[src/rtl/iob_asym_fifo_w_narrow_r_wide_ctrl_pkg.sv]
// Shared helpers for the narrow-write / wide-read FIFO controller:
// min/max helpers and the width-ratio derivation used by the top and level counter.
package iob_asym_fifo_w_narrow_r_wide_ctrl_pkg;

    // Larger of two integers, used when sizing derived widths.
    function automatic int max_int(input int a, input int b);
        return (a > b) ? a : b;
    endfunction

    // Smaller of two integers, used when sizing derived widths.
    function automatic int min_int(input int a, input int b);
        return (a < b) ? a : b;
    endfunction

    // Number of address bits folded away when RATIO narrow words make one wide word.
    function automatic int log2_ratio(input int w_width, input int r_width);
        return $clog2(r_width / w_width);
    endfunction

endpackage

[src/rtl/iob_asym_fifo_w_narrow_r_wide_ctrl_level.sv]
// Occupancy counter for the asymmetric FIFO: counts narrow words, +1 per push,
// -RATIO per pop, and registers the full/empty flags from the next-cycle level.
module iob_asym_fifo_w_narrow_r_wide_ctrl_level
    import iob_asym_fifo_w_narrow_r_wide_ctrl_pkg::*;
#(
    parameter int W_ADDR_W = 6,
    parameter int RATIO    = 4
) (
    input  logic              clk,
    input  logic              arst_n,
    input  logic              rst,
    input  logic              inc,
    input  logic              dec,
    output logic [W_ADDR_W:0] level,
    output logic              full,
    output logic              empty
);

    localparam int LVL_W = W_ADDR_W + 1;
    localparam logic [LVL_W-1:0] DEPTH   = LVL_W'(2 ** W_ADDR_W);
    localparam logic [LVL_W-1:0] DEC_AMT = LVL_W'(max_int(RATIO, 1));

    logic [LVL_W-1:0] level_nxt;

    // Next level: callers only assert inc when not full and dec when at least
    // RATIO words are stored, so the count never wraps in either direction.
    always_comb begin
        level_nxt = level;
        if (inc) begin
            level_nxt = level_nxt + LVL_W'(1);
        end
        if (dec) begin
            level_nxt = level_nxt - DEC_AMT;
        end
    end

    // Level and flags registered together so the flags always describe the stored level.
    always_ff @(posedge clk or negedge arst_n) begin
        if (!arst_n) begin
            level <= '0;
            full  <= 1'b0;
            empty <= 1'b1;
        end else if (rst) begin
            level <= '0;
            full  <= 1'b0;
            empty <= 1'b1;
        end else begin
            level <= level_nxt;
            full  <= (level_nxt == DEPTH);
            empty <= (level_nxt < DEC_AMT);
        end
    end

endmodule

[src/rtl/iob_asym_fifo_w_narrow_r_wide_ctrl.sv]
// Single-clock FIFO controller driving an external narrow-write / wide-read RAM.
// Owns the write/read pointers, the read-valid strobe and the occupancy counter.
module iob_asym_fifo_w_narrow_r_wide_ctrl
    import iob_asym_fifo_w_narrow_r_wide_ctrl_pkg::*;
#(
    parameter int   W_DATA_W = 8,
    parameter int   R_DATA_W = 32,
    parameter int   W_ADDR_W = 6,
    localparam int  R_ADDR_W = W_ADDR_W - log2_ratio(W_DATA_W, R_DATA_W)
) (
    input  logic                clk,
    input  logic                arst_n,
    input  logic                rst,
    input  logic                w_en,
    input  logic [W_DATA_W-1:0] w_data,
    output logic                w_full,
    input  logic                r_en,
    output logic [R_DATA_W-1:0] r_data,
    output logic                r_data_valid,
    output logic                r_empty,
    output logic [W_ADDR_W:0]   level,
    output logic                ext_mem_w_en,
    output logic [W_ADDR_W-1:0] ext_mem_w_addr,
    output logic [W_DATA_W-1:0] ext_mem_w_data,
    output logic                ext_mem_r_en,
    output logic [R_ADDR_W-1:0] ext_mem_r_addr,
    input  logic [R_DATA_W-1:0] ext_mem_r_data
);

    localparam int LOG2_RATIO = log2_ratio(W_DATA_W, R_DATA_W);
    localparam int RATIO      = 1 << LOG2_RATIO;

    logic [W_ADDR_W-1:0] w_ptr;
    logic [R_ADDR_W-1:0] r_ptr;
    logic                push;
    logic                pop;

    // Flags are pre-cycle: a push while full is dropped even if a pop frees room this cycle.
    assign push = w_en & ~w_full;
    assign pop  = r_en & ~r_empty;

    assign ext_mem_w_en   = push;
    assign ext_mem_w_addr = w_ptr;
    assign ext_mem_w_data = w_data;
    assign ext_mem_r_en   = pop;
    assign ext_mem_r_addr = r_ptr;
    assign r_data         = ext_mem_r_data;

    // Pointers wrap naturally; the read pointer addresses whole wide words.
    always_ff @(posedge clk or negedge arst_n) begin
        if (!arst_n) begin
            w_ptr <= '0;
            r_ptr <= '0;
        end else if (rst) begin
            w_ptr <= '0;
            r_ptr <= '0;
        end else begin
            if (push) begin
                w_ptr <= w_ptr + W_ADDR_W'(1);
            end
            if (pop) begin
                r_ptr <= r_ptr + R_ADDR_W'(1);
            end
        end
    end

    // The RAM read is registered, so read data is valid exactly one cycle after a pop.
    always_ff @(posedge clk or negedge arst_n) begin
        if (!arst_n) begin
            r_data_valid <= 1'b0;
        end else if (rst) begin
            r_data_valid <= 1'b0;
        end else begin
            r_data_valid <= pop;
        end
    end

    iob_asym_fifo_w_narrow_r_wide_ctrl_level #(
        .W_ADDR_W (W_ADDR_W),
        .RATIO    (RATIO)
    ) u_level (
        .clk    (clk),
        .arst_n (arst_n),
        .rst    (rst),
        .inc    (push),
        .dec    (pop),
        .level  (level),
        .full   (w_full),
        .empty  (r_empty)
    );

endmodule

[config.mk]
export PLATFORM = sky130hd
export DESIGN_NAME = iob_asym_fifo_w_narrow_r_wide_ctrl
export DESIGN_NICKNAME = d
export VERILOG_FILES = /design/src/rtl/iob_asym_fifo_w_narrow_r_wide_ctrl_pkg.sv /design/src/rtl/iob_asym_fifo_w_narrow_r_wide_ctrl_level.sv /design/src/rtl/iob_asym_fifo_w_narrow_r_wide_ctrl.sv
export SDC_FILE = /design/constraint.sdc
export NUM_CORES = 1
export LEC_CHECK = 0
export ABC_AREA = 0
export BUFFER_PORTS_ARGS = -buffer_cell sky130_fd_sc_hd__buf_2
export CORE_AREA = 5 5 71 73
export CTS_CLUSTER_DIAMETER = 100
export DETAILED_ROUTE_END_ITERATION = 16
export DIE_AREA = 0 0 76 78
export GPL_ROUTABILITY_DRIVEN = 0
export PLACE_DENSITY = 0.75
export SLEW_MARGIN = 0
export SYNTH_ARGS = -nofsm -noshare
export SYNTH_HDL_FRONTEND = slang
export SYNTH_SLANG_ARGS = --single-unit
[constraint.sdc]
create_clock -name clk -period 2.9 [get_ports clk]
set_input_delay 0.725 -clock clk [delete_from_list [all_inputs] [get_ports clk]]
set_output_delay 0.725 -clock clk [all_outputs]
set_load 0.05 [all_outputs]
Word level (Yosys, flattened, before mapping)
Cells that the tools add are included.

word-level totals
  bits in registers = 20
  bits of input ports = 45
  output and inout bits = 62
  logic and storage cells = 28

operators by class
  add/subtract/negate cells = 4
  $lt $le $gt $ge = 1
  equality and inequality tests = 1
  mux-type cells = 10
  bitwise logic cells = 4
  reduce and logical (&&, ||, !) cells = 2

operators by type and width
  kind                                                 number
  2-to-1 mux 7 bit                                     3
  2-to-1 mux 6 bit                                     2
  2-to-1 mux 4 bit                                     2
  adder 7 x 1 -> 7 bit (second input constant)         1
  equality test 7 bit (second input constant)          1
  < comparator 7 x 3 -> 1 bit (second input constant)  1
  subtractor 7 x 3 -> 7 bit (second input constant)    1
  adder 6 x 1 -> 6 bit (second input constant)         1
  adder 4 x 1 -> 4 bit (second input constant)         1
  nonzero test 2 bit                                   2
  2-to-1 mux 1 bit                                     3
  AND 1 bit                                            2
  inverter 1 bit                                       2

Longest topological paths before layout
  depth in word-level cells = 7
  depth in mapped cells = 11
  gate-level depth less buffers = 10

Modules after synthesis
From an unflattened synthesis, not the netlist that was laid out.

second synthesis, totals
  cell total of the unflattened synthesis = 156
  area, all modules = 1480.2 um^2

by module, submodules not included
  module                                    times used  cells each  area an instance (um^2)  sequential area each (um^2)
  iob_asym_fifo_w_narrow_r_wide_ctrl        1           91          854.6                    275.3
  iob_asym_fifo_w_narrow_r_wide_ctrl_level  1           65          625.6                    226.5

Least setup slack after synthesis
OpenSTA, ideal clock, no wires.

  path type = register -> register
  start = register u_level.level[0]
  end = register u_level.full
  library setup time = 95 ps
  arrival time = 2700 ps
  data required time = 2805 ps
  setup slack = 105 ps
  cell stages (with the launch flop) = 10
  buffers on the path = 0
  period minus slack after synthesis = 2795 ps
  cell sequence = dfrtp_1 ha_1 and3b_2 xnor2_1 ha_1 nand3b_1 a311o_1 o311ai_2 o2111a_2 nor4b_4

on the way
  word-level cells in the longest chain between the ends = 6

ends and longest elaborated chain
  element                    line                                            RTL
  from (decl)                iob_asym_fifo_w_narrow_r_wide_ctrl_level.sv:14  output logic [W_ADDR_W:0] level,
  from (signal assigned)     iob_asym_fifo_w_narrow_r_wide_ctrl_level.sv:48  level <= level_nxt;
  adder 7 x 1 -> 7 bit       iob_asym_fifo_w_narrow_r_wide_ctrl_level.sv:30  level_nxt = level_nxt + LVL_W'(1);
  2-to-1 mux 7 bit (*)       iob_asym_fifo_w_narrow_r_wide_ctrl_level.sv:29  if (inc) begin
  subtractor 7 x 3 -> 7 bit  iob_asym_fifo_w_narrow_r_wide_ctrl_level.sv:33  level_nxt = level_nxt - DEC_AMT;
  2-to-1 mux 7 bit (*)       iob_asym_fifo_w_narrow_r_wide_ctrl_level.sv:32  if (dec) begin
  equality test 7 bit (*)    iob_asym_fifo_w_narrow_r_wide_ctrl_level.sv:49  full <= (level_nxt == DEPTH);
  2-to-1 mux 1 bit (*)       iob_asym_fifo_w_narrow_r_wide_ctrl_level.sv:43  end else if (rst) begin
  to (signal assigned)       iob_asym_fifo_w_narrow_r_wide_ctrl_level.sv:49
  to (decl)                  iob_asym_fifo_w_narrow_r_wide_ctrl_level.sv:15  output logic full,

Every way passes the cells marked *; elsewhere a longest branch is shown, timed or not.
A chain may end at the register's enable or synchronous reset.

Final worst setup path
  start = register u_level.level[1]
  end = register u_level.full

The elaborated chain is that of the path after synthesis.

==> results.sh <==
export IMPL_outcome="finished clean"
export IMPL_yosys_warnings=0
export IMPL_leakage_uw=0.000748
export IMPL_clk_pin_slew_worst_paths_ps=70
export IMPL_synth_seq_area_share=0.303
export IMPL_start_kind="flop"
export IMPL_htreeDepth=1
export IMPL_final_hold_violation_count=0
export IMPL_async_flop_share=1.00
export IMPL_routed_wl_microns=3200
export IMPL_io_buffers=26
export IMPL_ant_nets=0
export IMPL_hold_buffers=0
export IMPL_start_util=0.385
export IMPL_worstSetupPathType="flop to flop"
export IMPL_cp_arrival_ps=2780
export IMPL_worst_path_max_fanout=6
export IMPL_cts_tree="yes"
export IMPL_grt_usage=0.109
export IMPL_cts_resized=0
export IMPL_fp_coreArea_sq_um=4290
export IMPL_drt_iter0_drc=104
export IMPL_clock_sinks=20
export IMPL_skew_ps=5.63
export IMPL_firstDrtPassIters=4
export IMPL_worstMarginPinSlew_ps=430
export IMPL_die_h_microns=78
export IMPL_drive_above_1_share=0.319
export IMPL_cts_root_buffer="clkbuf_8"
export IMPL_timing_hold_ws_ps=405
export IMPL_routedWlPerCell_microns=14.7
export IMPL_crit_path_end_kind="flop"
export IMPL_ys_types=49
export IMPL_via_per_inst=5.13
export IMPL_syn_cell_area_sq_um=1660
export IMPL_rsz0062_at_grt="no"
export IMPL_grt_pass1_vias=1159
export IMPL_route_detailed_drc=0
export IMPL_synth_seq_cells=20
export IMPL_grt_max_degree=21
export IMPL_syn_avg_cell_area_sq_um=9.25
export IMPL_post_route_min_period_ps=2620
export IMPL_vdd_drop_max_v=0.000427
export IMPL_synth_fp_nets=228
export IMPL_yosys_area_top_type="dfrtp_1"
export IMPL_min_path_type="input pin to asynchronous set/reset pin"
export IMPL_synth_area_top_cells="dfrtp_1, buf_4, xnor2_1, nor2_1, ha_1"
export IMPL_cap_violations=0
export IMPL_finalSetupViolations=0
export IMPL_synthCells=179
export IMPL_antenna_cells=0
export IMPL_rows=24
export IMPL_tns_ps=0
export IMPL_grt_pass1_wl_microns=5570
export IMPL_final_nets=216
export IMPL_grt_ovfl_total=0
export IMPL_cts_inserted_buffers=3
export IMPL_syn_to_final_growth_pct=-3.48
export IMPL_synth_edf_count=0
export IMPL_dr_total_vias=1119
export IMPL_postCtsSetupRepairBufs=0
export IMPL_die_area_sq_um=5930
export IMPL_ys_flop_type="dfrtp_1"
export IMPL_min_period_over_period=0.904
export IMPL_fmax_mhz=381
export IMPL_final_core_util=0.372
export IMPL_p_per_area_nw_per_um2=604
export IMPL_slew_headroom=0.713
export IMPL_crit_required_ps=3060
export IMPL_antenna_found_initial=0
export IMPL_post_dp_hpwl_microns=2480
export IMPL_drv_slew=0
export IMPL_clk_latency_ps=250
export IMPL_synth_top_area_frac=0.287
export IMPL_dieWidth_microns=76
export IMPL_pin_count=107
export IMPL_cts_buffer_depth=2
layer usage:
metal | GRT usage | part of all wire
met1 | 0.145 | 0.43
met2 | 0.179 | 0.49
met3 | 0.0220 | 0.075
met4 | 0.0285 | 0.0041
met5 | 0 | 0
worst max-delay path, cell delays in order, from the launching register on:
cell and delay, ps:
dfrtp_1 440, ha_1 290, and3b_2 260, xnor2_1 240, ha_1 260, nand3b_1 130, a311o_1 380, o311ai_2 100
o2111a_2 250, nor4b_4 170
metrics by stage:
stage	setup slack, ps	total power (uW)	std cells	instance area [sq um]
detailed placement	147	702	214	1530
global route	79.0	1020	218	1600
floorplan	105	777	179	1660
global placement	213	698	214	1530
CTS	286	974	218	1600
finish	278	965	218	1600
final timing paths:
| check | cells after the start | slack, ps | from | end |
|---|---|---|---|---|
| worst max-delay path | 9 | 280 | u_level.level[1] | u_level.full |
| worst min-delay path | 1 | 410 | arst_n | ext_mem_w_addr[3] |
| worst max register to register | 9 | 280 | u_level.level[1] | u_level.full |
| worst min register to register | 2 | 550 | ext_mem_r_addr[3] | ext_mem_r_addr[3] |
| max in group asynchronous | 1 | 2170 | arst_n | u_level.empty |
| min in group clk | 2 | 550 | ext_mem_r_addr[3] | ext_mem_r_addr[3] |
layout make-up:
type,count,area (sq um)
inverter,6,26.3
clock inverter,1,30.0
fill,424,2700
clock buffer,3,41.3
sequential,20,502
timing repair buffer,32,175
tap,52,65.1
multi-input combinational,104,758
cell usage after synthesis, types with 2 or more instances:
master,count
a21o_1,2
a21oi_1,4
a31oi_1,3
and2_1,2
buf_4,42
buf_6,3
clkbuf_1,2
dfrtp_1,19
ha_1,4
inv_1,4
nand2_1,12
nand2b_1,2
nand3_1,5
nand4_1,4
nor2_1,19
nor3_1,3
o21ai_0,4
xnor2_1,10
xor2_1,5
power breakdown:
group	total [uW]	switching [uW]	internal [uW]
sequential	345	40.5	304
clock	270	85.9	184
combinational	351	229	122
state kept, by name, indices dropped and copies added (netlist names):
name	cells
u_level.full	1
ext_mem_w_addr	6
ext_mem_r_addr	4
u_level.empty	1
u_level.level	7
r_data_valid	1
logic make-up after synthesis:
kind of cell,after synthesis,synth area share
DFF,20,0.303
muxes,1,0.00605
adders and majority gates,4,0.0302
AOI/OAI and AO/OA,26,0.128
buffers and inverters,55,0.239
xor gates and xnor gates,15,0.0794
and+or+nand+nor,58,0.215
cell usage in the layout (no fill, tap or decap), types with 2 or more instances in the layout:
master	count
a21o_1	2
o21ai_0	4
nand2b_1	2
nand2_1	12
clkbuf_8	3
a21oi_1	4
buf_2	26
nor2_1	19
ha_1	4
buf_4	6
xor2_1	5
and2_1	2
nand4_1	4
a31oi_1	3
dfrtp_1	19
xnor2_1	10
nor3_1	3
inv_1	4
nand3_1	5
No activity file was read; power rests on OpenSTA's default activity.
